--- src/rtl/gc_pkg.sv ---
// Shared types and default parameters for the flash-channel GC scheduler.
package gc_pkg;

    typedef enum logic [1:0] {
        INIT,
        IDLE,
        HOST,
        GC
    } sched_state_t;

    localparam int unsigned FIFO_SIZE_BIT_NUM_DEF = 4;
    localparam int unsigned LOW_WM_DEF            = 4;
    localparam int unsigned HIGH_WM_DEF           = 12;
    localparam int unsigned STARVE_MAX_DEF        = 8;

    // Width of a counter that must hold values 0..max inclusive.
    function automatic int unsigned cnt_width(input int unsigned max);
        return (max < 1) ? 1 : $clog2(max + 1);
    endfunction

endpackage

--- src/rtl/gc_channel_sched_if.sv ---
// Bundle of host, GC-controller and clean-block FIFO signals seen by the scheduler.
interface gc_channel_sched_if
    import gc_pkg::*;
#(
    parameter int unsigned FIFO_SIZE_BIT_NUM = FIFO_SIZE_BIT_NUM_DEF
) ();

    logic                         ini_full;
    logic [FIFO_SIZE_BIT_NUM-1:0] clean_num;
    logic                         host_req;
    logic                         host_done;
    logic                         host_grant;
    logic                         gc_request;
    logic                         request_done;
    logic                         gc_grant;
    logic                         gc_start;
    logic                         gc_interrupt;
    logic                         urgent;

    // Environment side: host front end, GC controller and FIFO status.
    modport master (
        output ini_full, clean_num, host_req, host_done, gc_request, request_done,
        input  host_grant, gc_grant, gc_start, gc_interrupt, urgent
    );

    // Scheduler side.
    modport slave (
        input  ini_full, clean_num, host_req, host_done, gc_request, request_done,
        output host_grant, gc_grant, gc_start, gc_interrupt, urgent
    );

endinterface

--- src/rtl/gc_wm_cmp.sv ---
// Registered watermark comparison of the clean-block count.
module gc_wm_cmp
    import gc_pkg::*;
#(
    parameter int unsigned FIFO_SIZE_BIT_NUM = FIFO_SIZE_BIT_NUM_DEF,
    parameter int unsigned LOW_WM            = LOW_WM_DEF,
    parameter int unsigned HIGH_WM           = HIGH_WM_DEF
) (
    input  logic                         CLK,
    input  logic                         RST,
    input  logic [FIFO_SIZE_BIT_NUM-1:0] clean_num,
    output logic                         urgent,
    output logic                         need_gc
);

    // One spare bit so a watermark equal to 2**FIFO_SIZE_BIT_NUM still compares correctly.
    localparam int unsigned CmpW = FIFO_SIZE_BIT_NUM + 1;
    localparam logic [CmpW-1:0] LowWm  = CmpW'(LOW_WM);
    localparam logic [CmpW-1:0] HighWm = CmpW'(HIGH_WM);

    logic [CmpW-1:0] clean_ext;

    assign clean_ext = {1'b0, clean_num};

    always_ff @(posedge CLK) begin
        if (RST) begin
            urgent  <= 1'b0;
            need_gc <= 1'b0;
        end else begin
            urgent  <= clean_ext < LowWm;
            need_gc <= clean_ext < HighWm;
        end
    end

endmodule

--- src/rtl/gc_channel_sched.sv ---
// Flash-channel arbiter between host writes and garbage collection.
// Optional GC preemption by host traffic is enabled with `define GC_PREEMPT_EN.
module gc_channel_sched
    import gc_pkg::*;
#(
    parameter int unsigned FIFO_SIZE_BIT_NUM = FIFO_SIZE_BIT_NUM_DEF,
    parameter int unsigned LOW_WM            = LOW_WM_DEF,
    parameter int unsigned HIGH_WM           = HIGH_WM_DEF,
    parameter int unsigned STARVE_MAX        = STARVE_MAX_DEF
) (
    input logic               CLK,
    input logic               RST,
    gc_channel_sched_if.slave bus
);

    localparam int unsigned StarveW = cnt_width(STARVE_MAX);
    localparam logic [StarveW-1:0] StarveMax = StarveW'(STARVE_MAX);

    sched_state_t       state_q, state_d;
    logic [StarveW-1:0] starve_q, starve_d;
    logic               gc_pending_q, gc_pending_d;
    logic               gc_seen_q, gc_seen_d;
    logic               gc_start_q, gc_start_d;
    logic               urgent;
    logic               need_gc;
    logic               preempt_win;

    gc_wm_cmp #(
        .FIFO_SIZE_BIT_NUM (FIFO_SIZE_BIT_NUM),
        .LOW_WM            (LOW_WM),
        .HIGH_WM           (HIGH_WM)
    ) u_wm_cmp (
        .CLK       (CLK),
        .RST       (RST),
        .clean_num (bus.clean_num),
        .urgent    (urgent),
        .need_gc   (need_gc)
    );

`ifdef GC_PREEMPT_EN
    logic gc_interrupt_q, gc_interrupt_d;
    logic preempt_q, preempt_d;

    always_comb begin
        gc_interrupt_d = 1'b0;
        preempt_d      = preempt_q;
        if (state_q == GC) begin
            if (bus.request_done) begin
                preempt_d = gc_interrupt_q;
            end else if (gc_interrupt_q || (!urgent && bus.host_req)) begin
                gc_interrupt_d = 1'b1;
            end
        end else if (state_q == IDLE) begin
            // A preemption credit is spent on the first arbitration after GC.
            preempt_d = 1'b0;
        end
    end

    always_ff @(posedge CLK) begin
        if (RST) begin
            gc_interrupt_q <= 1'b0;
            preempt_q      <= 1'b0;
        end else begin
            gc_interrupt_q <= gc_interrupt_d;
            preempt_q      <= preempt_d;
        end
    end

    assign preempt_win      = preempt_q && bus.host_req;
    assign bus.gc_interrupt = gc_interrupt_q;
`else
    assign preempt_win      = 1'b0;
    assign bus.gc_interrupt = 1'b0;
`endif

    // State transitions and IDLE arbitration.
    always_comb begin
        state_d = state_q;
        unique case (state_q)
            INIT: begin
                if (bus.ini_full) state_d = IDLE;
            end
            IDLE: begin
                if (urgent) begin
                    if (bus.gc_request) state_d = GC;
                end else if (preempt_win) begin
                    state_d = HOST;
                end else if (bus.host_req && bus.gc_request && gc_pending_q) begin
                    state_d = (starve_q == StarveMax) ? GC : HOST;
                end else if (bus.host_req) begin
                    state_d = HOST;
                end else if (bus.gc_request) begin
                    state_d = GC;
                end
            end
            HOST: begin
                if (bus.host_done) state_d = IDLE;
            end
            GC: begin
                if (bus.request_done) state_d = IDLE;
            end
            default: state_d = INIT;
        endcase
    end

    // Starve counter only moves on an IDLE decision.
    always_comb begin
        starve_d = starve_q;
        if (state_q == IDLE) begin
            if (state_d == GC) begin
                starve_d = '0;
            end else if (state_d == HOST && gc_pending_q && bus.gc_request &&
                         starve_q != StarveMax) begin
                starve_d = starve_q + 1'b1;
            end
        end
    end

    // gc_pending lifecycle: start a pass, remember a GC grant happened, retire once GC goes quiet.
    always_comb begin
        gc_pending_d = gc_pending_q;
        gc_seen_d    = gc_seen_q;
        gc_start_d   = 1'b0;
        if (!gc_pending_q) begin
            gc_seen_d = 1'b0;
            if ((state_q == IDLE || state_q == HOST) && need_gc) begin
                gc_pending_d = 1'b1;
                gc_start_d   = 1'b1;
            end
        end else if (state_q == GC) begin
            gc_seen_d = 1'b1;
        end else if (gc_seen_q && !bus.gc_request) begin
            gc_pending_d = 1'b0;
            gc_seen_d    = 1'b0;
        end
    end

    always_ff @(posedge CLK) begin
        if (RST) begin
            state_q      <= INIT;
            starve_q     <= '0;
            gc_pending_q <= 1'b0;
            gc_seen_q    <= 1'b0;
            gc_start_q   <= 1'b0;
        end else begin
            state_q      <= state_d;
            starve_q     <= starve_d;
            gc_pending_q <= gc_pending_d;
            gc_seen_q    <= gc_seen_d;
            gc_start_q   <= gc_start_d;
        end
    end

    assign bus.host_grant = (state_q == HOST);
    assign bus.gc_grant   = (state_q == GC);
    assign bus.gc_start   = gc_start_q;
    assign bus.urgent     = urgent;

endmodule

--- src/flat_wrapper.sv ---
// flat-port wrapper written by rule: the top's interface ports become plain ports
module gc_channel_sched_flat import gc_pkg::*;
#(
    parameter int unsigned FIFO_SIZE_BIT_NUM = FIFO_SIZE_BIT_NUM_DEF,
    parameter int unsigned LOW_WM            = LOW_WM_DEF,
    parameter int unsigned HIGH_WM           = HIGH_WM_DEF,
    parameter int unsigned STARVE_MAX        = STARVE_MAX_DEF
)
  (CLK, RST, bus_ini_full, bus_clean_num, bus_host_req, bus_host_done, bus_gc_request, bus_request_done, bus_host_grant, bus_gc_grant, bus_gc_start, bus_gc_interrupt, bus_urgent);
  gc_channel_sched_if #(.FIFO_SIZE_BIT_NUM(FIFO_SIZE_BIT_NUM)) bus_i ();
  input logic CLK;
  input logic RST;
  input wire logic [$bits(bus_i.ini_full)-1:0] bus_ini_full;
  input wire logic [$bits(bus_i.clean_num)-1:0] bus_clean_num;
  input wire logic [$bits(bus_i.host_req)-1:0] bus_host_req;
  input wire logic [$bits(bus_i.host_done)-1:0] bus_host_done;
  input wire logic [$bits(bus_i.gc_request)-1:0] bus_gc_request;
  input wire logic [$bits(bus_i.request_done)-1:0] bus_request_done;
  output wire logic [$bits(bus_i.host_grant)-1:0] bus_host_grant;
  output wire logic [$bits(bus_i.gc_grant)-1:0] bus_gc_grant;
  output wire logic [$bits(bus_i.gc_start)-1:0] bus_gc_start;
  output wire logic [$bits(bus_i.gc_interrupt)-1:0] bus_gc_interrupt;
  output wire logic [$bits(bus_i.urgent)-1:0] bus_urgent;
  assign bus_i.ini_full = bus_ini_full;
  assign bus_i.clean_num = bus_clean_num;
  assign bus_i.host_req = bus_host_req;
  assign bus_i.host_done = bus_host_done;
  assign bus_i.gc_request = bus_gc_request;
  assign bus_i.request_done = bus_request_done;
  assign bus_host_grant = bus_i.host_grant;
  assign bus_gc_grant = bus_i.gc_grant;
  assign bus_gc_start = bus_i.gc_start;
  assign bus_gc_interrupt = bus_i.gc_interrupt;
  assign bus_urgent = bus_i.urgent;
  gc_channel_sched #(.FIFO_SIZE_BIT_NUM(FIFO_SIZE_BIT_NUM), .LOW_WM(LOW_WM), .HIGH_WM(HIGH_WM), .STARVE_MAX(STARVE_MAX)) u_core (.CLK(CLK), .RST(RST), .bus(bus_i));
endmodule
--- config.mk ---
export PLATFORM = sky130hd
export DESIGN_NAME = gc_channel_sched_flat
export DESIGN_NICKNAME = d
export VERILOG_FILES = /design/src/rtl/gc_pkg.sv /design/src/rtl/gc_channel_sched_if.sv /design/src/rtl/gc_wm_cmp.sv /design/src/rtl/gc_channel_sched.sv /design/src/flat_wrapper.sv
export SDC_FILE = /design/constraint.sdc
export NUM_CORES = 1
export LEC_CHECK = 0
export CAP_MARGIN = 20
export CORE_ASPECT_RATIO = 0.9
export CORE_MARGIN = 4
export CORE_UTILIZATION = 40
export DETAILED_ROUTE_END_ITERATION = 10
export GPL_ROUTABILITY_DRIVEN = 1
export GPL_TIMING_DRIVEN = 0
export PLACE_DENSITY_LB_ADDON = 0.3
export SLEW_MARGIN = 0
export SYNTH_ARGS = -nofsm -noshare
export SYNTH_HDL_FRONTEND = slang
export SYNTH_HIERARCHICAL = 1
export SYNTH_SLANG_ARGS = --single-unit
export TNS_END_PERCENT = 30
--- constraint.sdc ---
create_clock -name CLK -period 2 [get_ports CLK]
set_input_delay 0.4 -clock CLK [delete_from_list [all_inputs] [get_ports CLK]]
set_output_delay 0.4 -clock CLK [all_outputs]
set_load 0.05 [all_outputs]
Word level (Yosys, flattened, before mapping)
Cells that the tools add are included.
{"block": "word_totals", "input_bits": 11, "reg_bits": 11, "elab_cells": 50, "out_inout_bits": 5}
{"block": "classes", "muxes": 17, "addsub": 1, "reduce_logical": 15, "n_lt_le_gt_ge": 2, "bitwise_logic": 1, "n_eq_ne": 7}
{"cell": "2-to-1 mux 2 bit", "n": 7}
{"cell": "== test 2 bit (second input constant)", "n": 4}
{"cell": "2-to-1 mux 4 bit", "n": 2}
{"cell": "one-hot mux 2 bit (4 select lines)", "n": 1}
{"cell": "logical AND 1 bit", "n": 7}
{"cell": "2-to-1 mux 1 bit", "n": 7}
{"cell": "adder 4 x 1 -> 4 bit (second input constant)", "n": 1}
{"cell": "== test 4 bit (second input constant)", "n": 1}
{"cell": "< comparator 4 x 3 -> 1 bit (second input constant)", "n": 1}
{"cell": "< comparator 4 bit (second input constant)", "n": 1}
{"cell": "inequality test 4 bit (second input constant)", "n": 1}
{"cell": "nonzero test 2 bit", "n": 2}
{"cell": "OR reduction 2 bit", "n": 2}
{"cell": "== test 2 x 1 -> 1 bit (second input constant)", "n": 1}
{"cell": "zero test 2 bit", "n": 1}
{"cell": "AND reduction 2 bit", "n": 1}
{"cell": "zero test 1 bit", "n": 1}
{"cell": "logical OR 1 bit", "n": 1}
{"cell": "inverter 1 bit", "n": 1}

Logic depth before layout (Yosys ltp)
Gate-level depths: netlist (run 1).
{"block": "logic_depth", "word_depth": 11, "depth_mapped": 7}

Cells and area by module
Netlist (run 1), hierarchy kept.
{"mod": "gc_channel_sched", "area_each_um2": 623.1, "cells_per_inst": 77, "n_inst": 1}
{"mod": "gc_wm_cmp", "area_each_um2": 55.1, "cells_per_inst": 4, "n_inst": 1}

Least setup slack after synthesis (run 1)
OpenSTA, ideal clock, no wires.
{"block": "synth_timing", "path_kind": "reg-to-reg", "start": "register u_core.state_q[0]", "end": "register u_core.starve_q[2]", "stages_incl_launch_ff": 8, "n_path_buf": 0, "t_arrival_ps": 1959, "setup_ps": 74, "slack_ps": -33, "t_required_ps": 1926, "synth_period_minus_slack_ps": 2033, "path_cell_list": "dfxtp_1 -> inv_1 -> ha_1 -> o21ai_2 -> o211ai_1 -> o21ai_2 -> or4b_1 -> a31oi_1"}
{"block": "synth_between", "word_cells_on_any_way": 20}
{"element": "start, declared", "line": "gc_channel_sched.sv:19", "rtl": "sched_state_t state_q, state_d;"}
{"element": "start signal, assigned", "line": "gc_channel_sched.sv:146", "rtl": "state_q <= state_d;"}
{"element": "== test 2 bit (*)"}
{"element": "named net bus_host_grant", "line": "flat_wrapper.sv:19", "rtl": "output wire logic [$bits(bus_i.host_grant)-1:0] bus_host_grant;"}
{"element": "one-hot mux 2 bit (4 select lines) (*)", "line": "gc_channel_sched.sv:79", "rtl": "unique case (state_q)"}
{"element": "== test 2 bit", "line": "gc_channel_sched.sv:112", "rtl": "end else if (state_d == HOST && gc_pending_q && bus.gc_request &&"}
{"element": "logical AND 1 bit (3 in series)", "line": "gc_channel_sched.sv:112"}
{"element": "nonzero test 2 bit (no source line)"}
{"element": "AND reduction 2 bit (no source line)"}
{"element": "end signal, assigned", "line": "gc_channel_sched.sv:147", "rtl": "starve_q <= starve_d;"}
{"element": "end, declared", "line": "gc_channel_sched.sv:20", "rtl": "logic [StarveW-1:0] starve_q, starve_d;"}
Mark *: on every way through the listed nets, which the timed path passes. The rest lies on a longest branch.
A chain may end at the register's enable or synchronous reset.

Worst setup path in the final report (run 1)
{"block": "layout_timing", "start": "register u_core.state_q[0]", "end": "output port bus_host_grant"}
{"block": "layout_between", "elab_chain_cells": 1}
{"element": "== test 2 bit", "line": "gc_channel_sched.sv:154", "rtl": "assign bus.host_grant = (state_q == HOST);"}
{"element": "end, declared", "line": "flat_wrapper.sv:19"}
Every way passes these cells.

==> metrics.txt, run 1 <==
Worst Hold Class=input port to flop; chip width=51.40 um; Site Rows=13; CTS tree=done; CTS buffer count=3; Slew HR=66.34%; Setup violations, final=0; CTS clock-pin slew for the worst setup and hold paths=0.07 ns; cell taking the most area after synthesis=dfxtp_1; GR Util All Layers=13.53%; total of max-cap violations=0; Ant. Diodes=0; asr flop ratio synth=0%; maximum VDD drop=0.4664 mV; CP delay by family, top=buffers and inverters; io pins=16; Max Clock Skew=0.0003489 ns; post-synthesis cell count=81; WL per Instance=12.26 um; post-route insts no fill=121; P_leak=0.3551 nW; most frequent cell after synthesis=dfxtp_1; Max stage delay on crit path=0.53 ns; grt ovf=0; crit path max fanout=6; CTS sink cnt=11; gpl congestion=0.7431; Hold WS=0.4449 ns; EDFF count, synth=0; Synth Register Bits=11; die area=0.002419 sq mm; vias in the first global route=537; Max Clock Freq=525.6 MHz; CP Data Required Time=1.60 ns; Routed Antenna Nets=0; Syn. warnings=6; Fillers=144; Critical Path Slowest Stage Cell=dlygate4sd2_1; Pre-Repair DR Iteration Count=4; Synth area leaders=dfxtp_1 (32%), ha_1 (11%), nand3_1 (5.2%); Worst Tran Pin Value=0.5033 ns; Fin. Hold Viols=0; period utilisation layout=95.12%; hold buffer count at CTS=0; drt initial violations=25; DP HPWL=1.057 mm; worst skew pair latency=0.27 ns; Finished Core Util=58.92%; Crit Path Class=flop to primary output; Syn Area/Cell=8.372 sq um; run status=finished, final reports clean; synthesized area=678.2 sq um; Crit path arrival time=1.50 ns; post-layout min period=1.902 ns; Die H=47.06 um; global-route wire length before repair=2.325 mm; top cells by count, synth=dfxtp_1 (11), nor2_1 (9), nand3_1 (7); Most used DFF post-synth=dfxtp_1; Slew Viols, Final=0; share of the synthesized area in the top cell type=32.47%; H-tree Lvls=1; Syn-to-layout area delta=32.84%; largest net degree at the start of global routing=11; Routed WL=1.483 mm; Seq/Total Area, Yosys=32.47%; Layout Nets=117; via/cell ratio=5.124; layout cell share with drive strength beyond 1=22.22%; Critical Path Source Type=flop; Initial Util=44.35%; Synth cell types=32; worst path cell trace=inv_1 -> ha_2 -> dlygate4sd2_1; I/O Buffers=11; initial antenna violation count=0; Vias=620; core area=0.001529 sq mm; P per Cell Area=654.0 mW/mm^2; post-route setup TNS=0 ns; placed insts=114; Max Root-Sink Buffers=2; Root Driver=clkbuf_4; WP buf/inv=2; syn_nets=98; crit end category=primary output; Remaining DRCs=0
==> layout by cell type, fill, tap and decap left out, types with 3 or more instances in the layout <==
master / instances
o21ai_2: 3
clkdlybuf4s50_1: 9
a31oi_1: 3
nor2b_1: 3
ha_1: 3
dfxtp_1: 9
buf_4: 5
clkbuf_4: 3
inv_1: 4
nand2_1: 5
nand3_1: 7
a21oi_1: 3
nor2_1: 8
==> cell families (layout without fill, tap and decap cells) <==
family / count (synthesis) / in the layout / share of synthesized area (%)
flops: 11 / 11 / 32.47
simple gates: 38 / 38 / 31.00
buf+inv: 7 / 25 / 6.087
fa+ha+maj: 6 / 6 / 11.07
compound gates: 18 / 18 / 18.82
other cells: 1 / 1 / 0.5530
==> area by class of cell <==
class	count	area (sq um)	share of cell area [%]
clock inverters	1	5.005	0.5556
clock buffers	3	22.52	2.500
repair buffers	14	130.1	14.44
plain buffers	3	26.28	2.917
multi-input cells	63	449.2	49.86
inverters	4	15.01	1.667
well taps	22	27.53	3.056
flip-flops and latches	11	225.2	25.00
==> power breakdown <==
part / leakage, nW / internal, W / switching [W]
sequential: 0.0907 / 0.000231 / 0.0000156
clock: 0.0177 / 0.0000740 / 0.0000807
combinational: 0.247 / 0.0000945 / 0.0000931
total: 0.355 / 0.000400 / 0.000189
==> stage by stage <==
step | instance area (sq um) | power (W) | setup WS, ns
final | 900.9 | 0.0005891 | 0.09753
after global placement | 818.3 | 0.0003919 | -0.1533
after detailed placement | 818.3 | 0.0003938 | -0.1837
after global routing | 900.9 | 0.0006186 | -0.01636
after floorplan | 680.7 | 0.0003495 | 0.01500
after CTS | 848.3 | 0.0005514 | 0.01656
==> per-layer routing <==
layer	part of all wire (%)	vias to the layer above	GRT usage, %	wire length [um]
met2	46	16	23.10	688
met4	0.67	0	7.853	10
met1	47	275	15.87	704
met5	0	-	0	0
li1	-	327	-	-
met3	5.4	2	3.175	80
==> flip-flops by register name (all words and copies together), names as in the netlist <==
name                     count
u_core/u_wm_cmp/urgent       1
u_core/gc_pending_q          1
u_core/u_wm_cmp/need_gc      1
u_core/gc_seen_q             1
u_core/bus.gc_start          1
u_core/state_q               2
u_core/starve_q              4
==> worst paths after layout <==
path         depth (start not counted)                   to  slack [ns]                    start
max reg2reg                          6   u_core/starve_q[2]        0.12        u_core/state_q[0]
min                                  3     u_core/gc_seen_q        0.44           bus_gc_request
max                                  3       bus_host_grant         0.1        u_core/state_q[0]
min reg2reg                          1  u_core/bus.gc_start        0.47  u_core/u_wm_cmp/need_gc
==> what timing repair did <==
item / in CTS / in global routing
endpoints found under the setup margin: 3 / 1
pin swaps: 1 / 1
gates resized for setup: 5 / 6
setup buffers: 0 / 3
==> tightest hold or removal path, stage by stage <==
cell     delay [ns]
buf_6          0.11
a21oi_1        0.07
nor2_1         0.09
(Power assumes the default switching activity.)
==> run 2, diff against run 1 <==
--- a/config.mk
+++ b/config.mk
@@ -7,12 +7,12 @@
 export LEC_CHECK = 0
 export CAP_MARGIN = 20
 export CORE_ASPECT_RATIO = 0.9
-export CORE_MARGIN = 4
 export CORE_UTILIZATION = 40
 export DETAILED_ROUTE_END_ITERATION = 10
 export GPL_ROUTABILITY_DRIVEN = 1
 export GPL_TIMING_DRIVEN = 0
 export PLACE_DENSITY_LB_ADDON = 0.3
+export REMOVE_ABC_BUFFERS = 1
 export SLEW_MARGIN = 0
 export SYNTH_ARGS = -nofsm -noshare
 export SYNTH_HDL_FRONTEND = slang
==> run 2 against run 1 <==
Compared with the run above: critical path depth increased by 3; routed wire length decreased by 8.4%; die area decreased by 23%; total power decreased by 6.4%; final cell count decreased by 2.5%; register-to-register slack got worse by 0.03 ns; non-clock buffer count decreased by 3; critical endpoint is now u_core/starve_q[2]; highest routed layer unchanged.
==> metrics.txt, run 2 (synthesis gave the netlist of run 1 again) <==
H-tree Lvls=1; Top Registers=u_core/starve_q (4), u_core/state_q (2); Reg-to-Reg End=u_core/starve_q[2]; CTS clock-pin slew for the worst setup and hold paths=0.07 ns; WL per Instance=11.52 um; initial antenna violation count=0; global-route wire length before repair=2.180 mm; worst skew pair latency=0.26 ns; CTS tree=done; post-route setup TNS=0 ns; R2R setup slack=0.09 ns; run status=finished, final reports clean; maximum VDD drop=0.4993 mV; Slew HR=66.66%; met2 WL=594 um; routed wl met3=104 um; Crit Path Class=flop to flop; hold buffer count at CTS=0; Critical Path Slowest Stage Cell=or4b_1; worst reg2reg startpoint=u_core/state_q[0]; Max Root-Sink Buffers=2; worst reg2reg path depth=6; Place WS=-0.2905 ns; Routed Antenna Nets=0; drt initial violations=26; Remaining DRCs=0; Top reg by flops=u_core/starve_q; Routed WL=1.359 mm; Initial Util=44.83%; worst path cell trace=inv_1 -> ha_1 -> or3b_1 -> o21ai_2 -> or4b_1 -> a31oi_1; Site Rows=13; Worst Hold Class=flop to flop; Die H=41.06 um; io pins=16; layout cell share with drive strength beyond 1=15.63%; vias in the first global route=533; Setup violations, final=0; WHS Path Cells=1; worst hold start=u_core/u_wm_cmp/need_gc; top layer in use=met4; period utilisation layout=95.50%; Final Worst Setup Slack=0.09007 ns; die area=0.001864 sq mm; area of the multi-input gates=421.7 sq um; Met1 Wirelength=646 um; chip width=45.40 um; total of max-cap violations=0; sequential cell area=225.2 sq um; Root Driver=clkbuf_4; grt ovf=0; max FFs per register=4; Pre-Repair DR Iteration Count=4; Hold WS=0.4818 ns; I/O Buffers=12; CP Data Required Time=2.19 ns; P per Cell Area=647.2 mW/mm^2; crit end category=flop; GR Util All Layers=16.84%; overall power=0.0005515 W; via/cell ratio=5.212; crit path max fanout=6; largest net degree at the start of global routing=12; Fin. Hold Viols=0; gpl congestion=0.8007; Fillers=146; Ant. Diodes=0; CTS buffer count=3; CTS sink cnt=11; post-layout min period=1.910 ns; core area=0.001513 sq mm; DP HPWL=1.017 mm; Min-Delay Endpoint=u_core/bus.gc_start; RSZ-0062 raised after global routing=no; Crit path arrival time=2.10 ns; Worst Tran Pin Value=0.4985 ns; Max Clock Skew=0.004485 ns; Vias=615; Max Clock Freq=523.6 MHz; commonest non-fill, non-tap cells in the layout=clkdlybuf4s50_1 (9), dfxtp_1 (9), nor2_1 (8); Slew Viols, Final=0; placed insts=112; Max stage delay on crit path=0.46 ns; Critical Path Source Type=flop; Syn-to-layout area delta=25.65%; post-route insts no fill=118; Layout Nets=114; P_leak=0.3421 nW
[run 2: area by class of cell]
cell class                 count  share of cell area, %
multi-input combinational     63                  49.49
sequential                    11                  26.43
timing repair buffer          14                  15.86
tap                           22                  3.231
clock buffer                   3                  2.643
inverter                       4                  1.762
clock inverter                 1                 0.5874
[run 2: what timing repair did]
item | 4_1_cts | 5_1_grt
hold endpoints to repair | 0 | 0
setup buffers | 0 | 2
endpoints found under the setup margin | 3 | 1
resized for setup | 3 | 5
pin swaps | 1 | 1
[run 2: worst max-delay path: cells and delay by family, from the launching register on]
kind | cells | cell delay, ns
fa+ha+maj | 1 | 0.24
compound gates | 2 | 0.27
flops | 1 | 0.37
simple gates | 2 | 0.87
buf+inv | 1 | 0.08
[run 2: stage by stage]
step	utilization [%]	cell area [sq um]
global route	56.33	852.1
floorplan	-	651.9
detailed placement	52.85	799.5
CTS	54.59	825.8
global placement	52.85	799.5
finish	56.33	852.1
[run 2: where the power goes]
part / internal [W] / switching [W] / total, W
Clock: 0.0000739 / 0.0000719 / 0.000146
Combinational: 0.0000743 / 0.0000860 / 0.000160
Sequential: 0.000231 / 0.0000141 / 0.000245
Total: 0.000379 / 0.000172 / 0.000551
[run 2: metal layers]
| metal | up-vias | track usage [%] |
|---|---|---|
| met5 | - | 0 |
| met4 | 0 | 12.12 |
| met3 | 2 | 2.643 |
| met2 | 24 | 26.07 |
| met1 | 269 | 21.47 |
| li1 | 320 | - |
[run 2: worst max path at each step]
| stage | startpoint | endpoint | slack (ns) | depth (start not counted) |
|---|---|---|---|---|
| after floorplan | u_core/state_q[0] | u_core/starve_q[2] | -0.03 | 7 |
| after global placement | bus_gc_request | u_core/starve_q[2] | -0.28 | 6 |
| after detailed placement | bus_gc_request | u_core/starve_q[2] | -0.29 | 6 |
| after CTS | bus_gc_request | u_core/starve_q[2] | 0.003 | 6 |
| after global routing | u_core/state_q[0] | u_core/starve_q[2] | 0.01 | 6 |
| final | u_core/state_q[0] | u_core/starve_q[2] | 0.09 | 6 |
==> run 3, diff against run 2 <==
--- a/config.mk
+++ b/config.mk
@@ -7,7 +7,7 @@
 export LEC_CHECK = 0
 export CAP_MARGIN = 20
 export CORE_ASPECT_RATIO = 0.9
-export CORE_UTILIZATION = 40
+export CORE_UTILIZATION = 42
 export DETAILED_ROUTE_END_ITERATION = 10
 export GPL_ROUTABILITY_DRIVEN = 1
 export GPL_TIMING_DRIVEN = 0
==> constraint.sdc (replaced) <==
create_clock -name CLK -period 1.7 [get_ports CLK]
set_input_delay 0.34 -clock CLK [delete_from_list [all_inputs] [get_ports CLK]]
set_output_delay 0.34 -clock CLK [all_outputs]
set_load 0.05 [all_outputs]
==> run 3 against run 2 <==
Compared with the run above: the run now ends with negative setup slack left; maximum frequency increased by 9.9%; sequential share of layout area decreased by 1.9 points; global-route usage increased by 1.8 points; setup slack got worse by 0.13 ns; largest cell class unchanged; highest routed layer unchanged.
==> metrics.txt, run 3 (synthesis gave the netlist of run 1 again) <==
Top Registers=u_core/starve_q (4), u_core/state_q (2); crit path max fanout=5; global-route wire length before repair=2.332 mm; io pins=16; CTS sink cnt=11; Critical Path Source Type=flop; initial antenna violation count=0; period utilisation layout=102.2%; commonest non-fill, non-tap cells in the layout=nor2_1 (8), dfxtp_1 (8), clkdlybuf4s50_1 (7); crit end category=flop; via/cell ratio=5.388; P_leak=0.3527 nW; vias in the first global route=547; total of max-cap violations=0; CTS clock-pin slew for the worst setup and hold paths=0.07 ns; Routed Antenna Nets=0; drt initial violations=25; CTS tree=done; gpl congestion=0.7830; chip width=44.36 um; WL per Instance=13.33 um; overall power=0.0007109 W; post-layout min period=1.737 ns; Root Driver=clkbuf_4; core area=0.001480 sq mm; largest net degree at the start of global routing=12; Remaining DRCs=0; DP HPWL=947.6 um; Initial Util=45.82%; max FFs per register=4; worst skew pair latency=0.27 ns; Hold WS=0.4749 ns; Max Clock Freq=575.7 MHz; Finished Core Util=63.14%; CP Data Required Time=1.89 ns; Fin. Hold Viols=0; Syn-to-layout area delta=37.82%; Crit path arrival time=1.93 ns; Pre-Repair DR Iteration Count=4; P per Cell Area=760.6 mW/mm^2; RSZ-0062 raised after global routing=yes; run status=finished, violations left; Setup violations, final=1; Vias=652; Layout Nets=117; die area=0.001780 sq mm; Worst Hold Class=flop to flop; Routed WL=1.613 mm; Slew Viols, Final=0; Top reg by flops=u_core/starve_q; grt ovf=0; post-route setup TNS=-0.03716 ns; Die H=40.12 um; I/O Buffers=12; sequential cell area=229.0 sq um; Max Clock Skew=0.008482 ns; CTS buffer count=3; Max Root-Sink Buffers=2; Site Rows=13; Fillers=118; maximum VDD drop=0.4561 mV; area of the multi-input gates=473.0 sq um; Ant. Diodes=0; failing checks=negative setup slack; layout cell share with drive strength beyond 1=32.32%; H-tree Lvls=1; GR Util All Layers=18.63%; Final Worst Setup Slack=-0.03716 ns; Crit Path Class=flop to flop
-- run 3: worst paths after layout --
kind	endpoint	start	slack, ns	depth (start not counted)
worst min register to register	u_core/bus.gc_start	u_core/u_wm_cmp/need_gc	0.47	1
worst max register to register	u_core/starve_q[2]	u_core/state_q[0]	-0.04	6
worst max-delay path	u_core/starve_q[2]	u_core/state_q[0]	-0.04	6
worst min-delay path	u_core/bus.gc_start	u_core/u_wm_cmp/need_gc	0.47	1
-- run 3: timing repair --
item,4_1_cts,5_1_grt
buffers inserted,2,3
resized for setup,21,14
hold buffers,0,0
pin swaps,1,5
setup endpoints to repair,8,6
hold endpoints to repair,0,0
-- run 3: layer usage --
metal	part of all wire, %	wire length (um)	track usage [%]
met4	1.5	25	11.36
met5	0	0	0
met2	48	768	28.31
met3	4.7	76	2.703
met1	46	743	25.20
-- run 3: layout make-up --
class | count | share of cell area, %
multi-input cells | 63 | 50.60
repair buffers | 17 | 17.00
flip-flops and latches | 11 | 24.50
well taps | 22 | 2.945
inverters | 4 | 2.142
clock buffers | 4 | 2.811
-- run 3: through the flow --
stage	area, sq um	std cells	setup WS [ns]
global route	934.6	121	-0.1441
finish	934.6	121	-0.03716
global placement	799.5	112	-0.5116
floorplan	651.9	78	-0.3334
CTS	878.3	118	-0.06376
detailed placement	799.5	112	-0.5452
-- run 3: critical path, cell delays in order, from the launching register on --
cell	delay, ns
dfxtp_4	0.38
inv_4	0.07
ha_4	0.16
or3b_4	0.39
o21ai_2	0.08
or4b_1	0.44
a31oi_1	0.14
-- run 3: report_power, final --
part	switching, W	leakage [nW]	internal [W]	total (W)
Combinational	0.000122	0.246	0.000119	0.000241
Clock	0.0000868	0.0150	0.0000907	0.000177
Sequential	0.0000213	0.0915	0.000271	0.000293
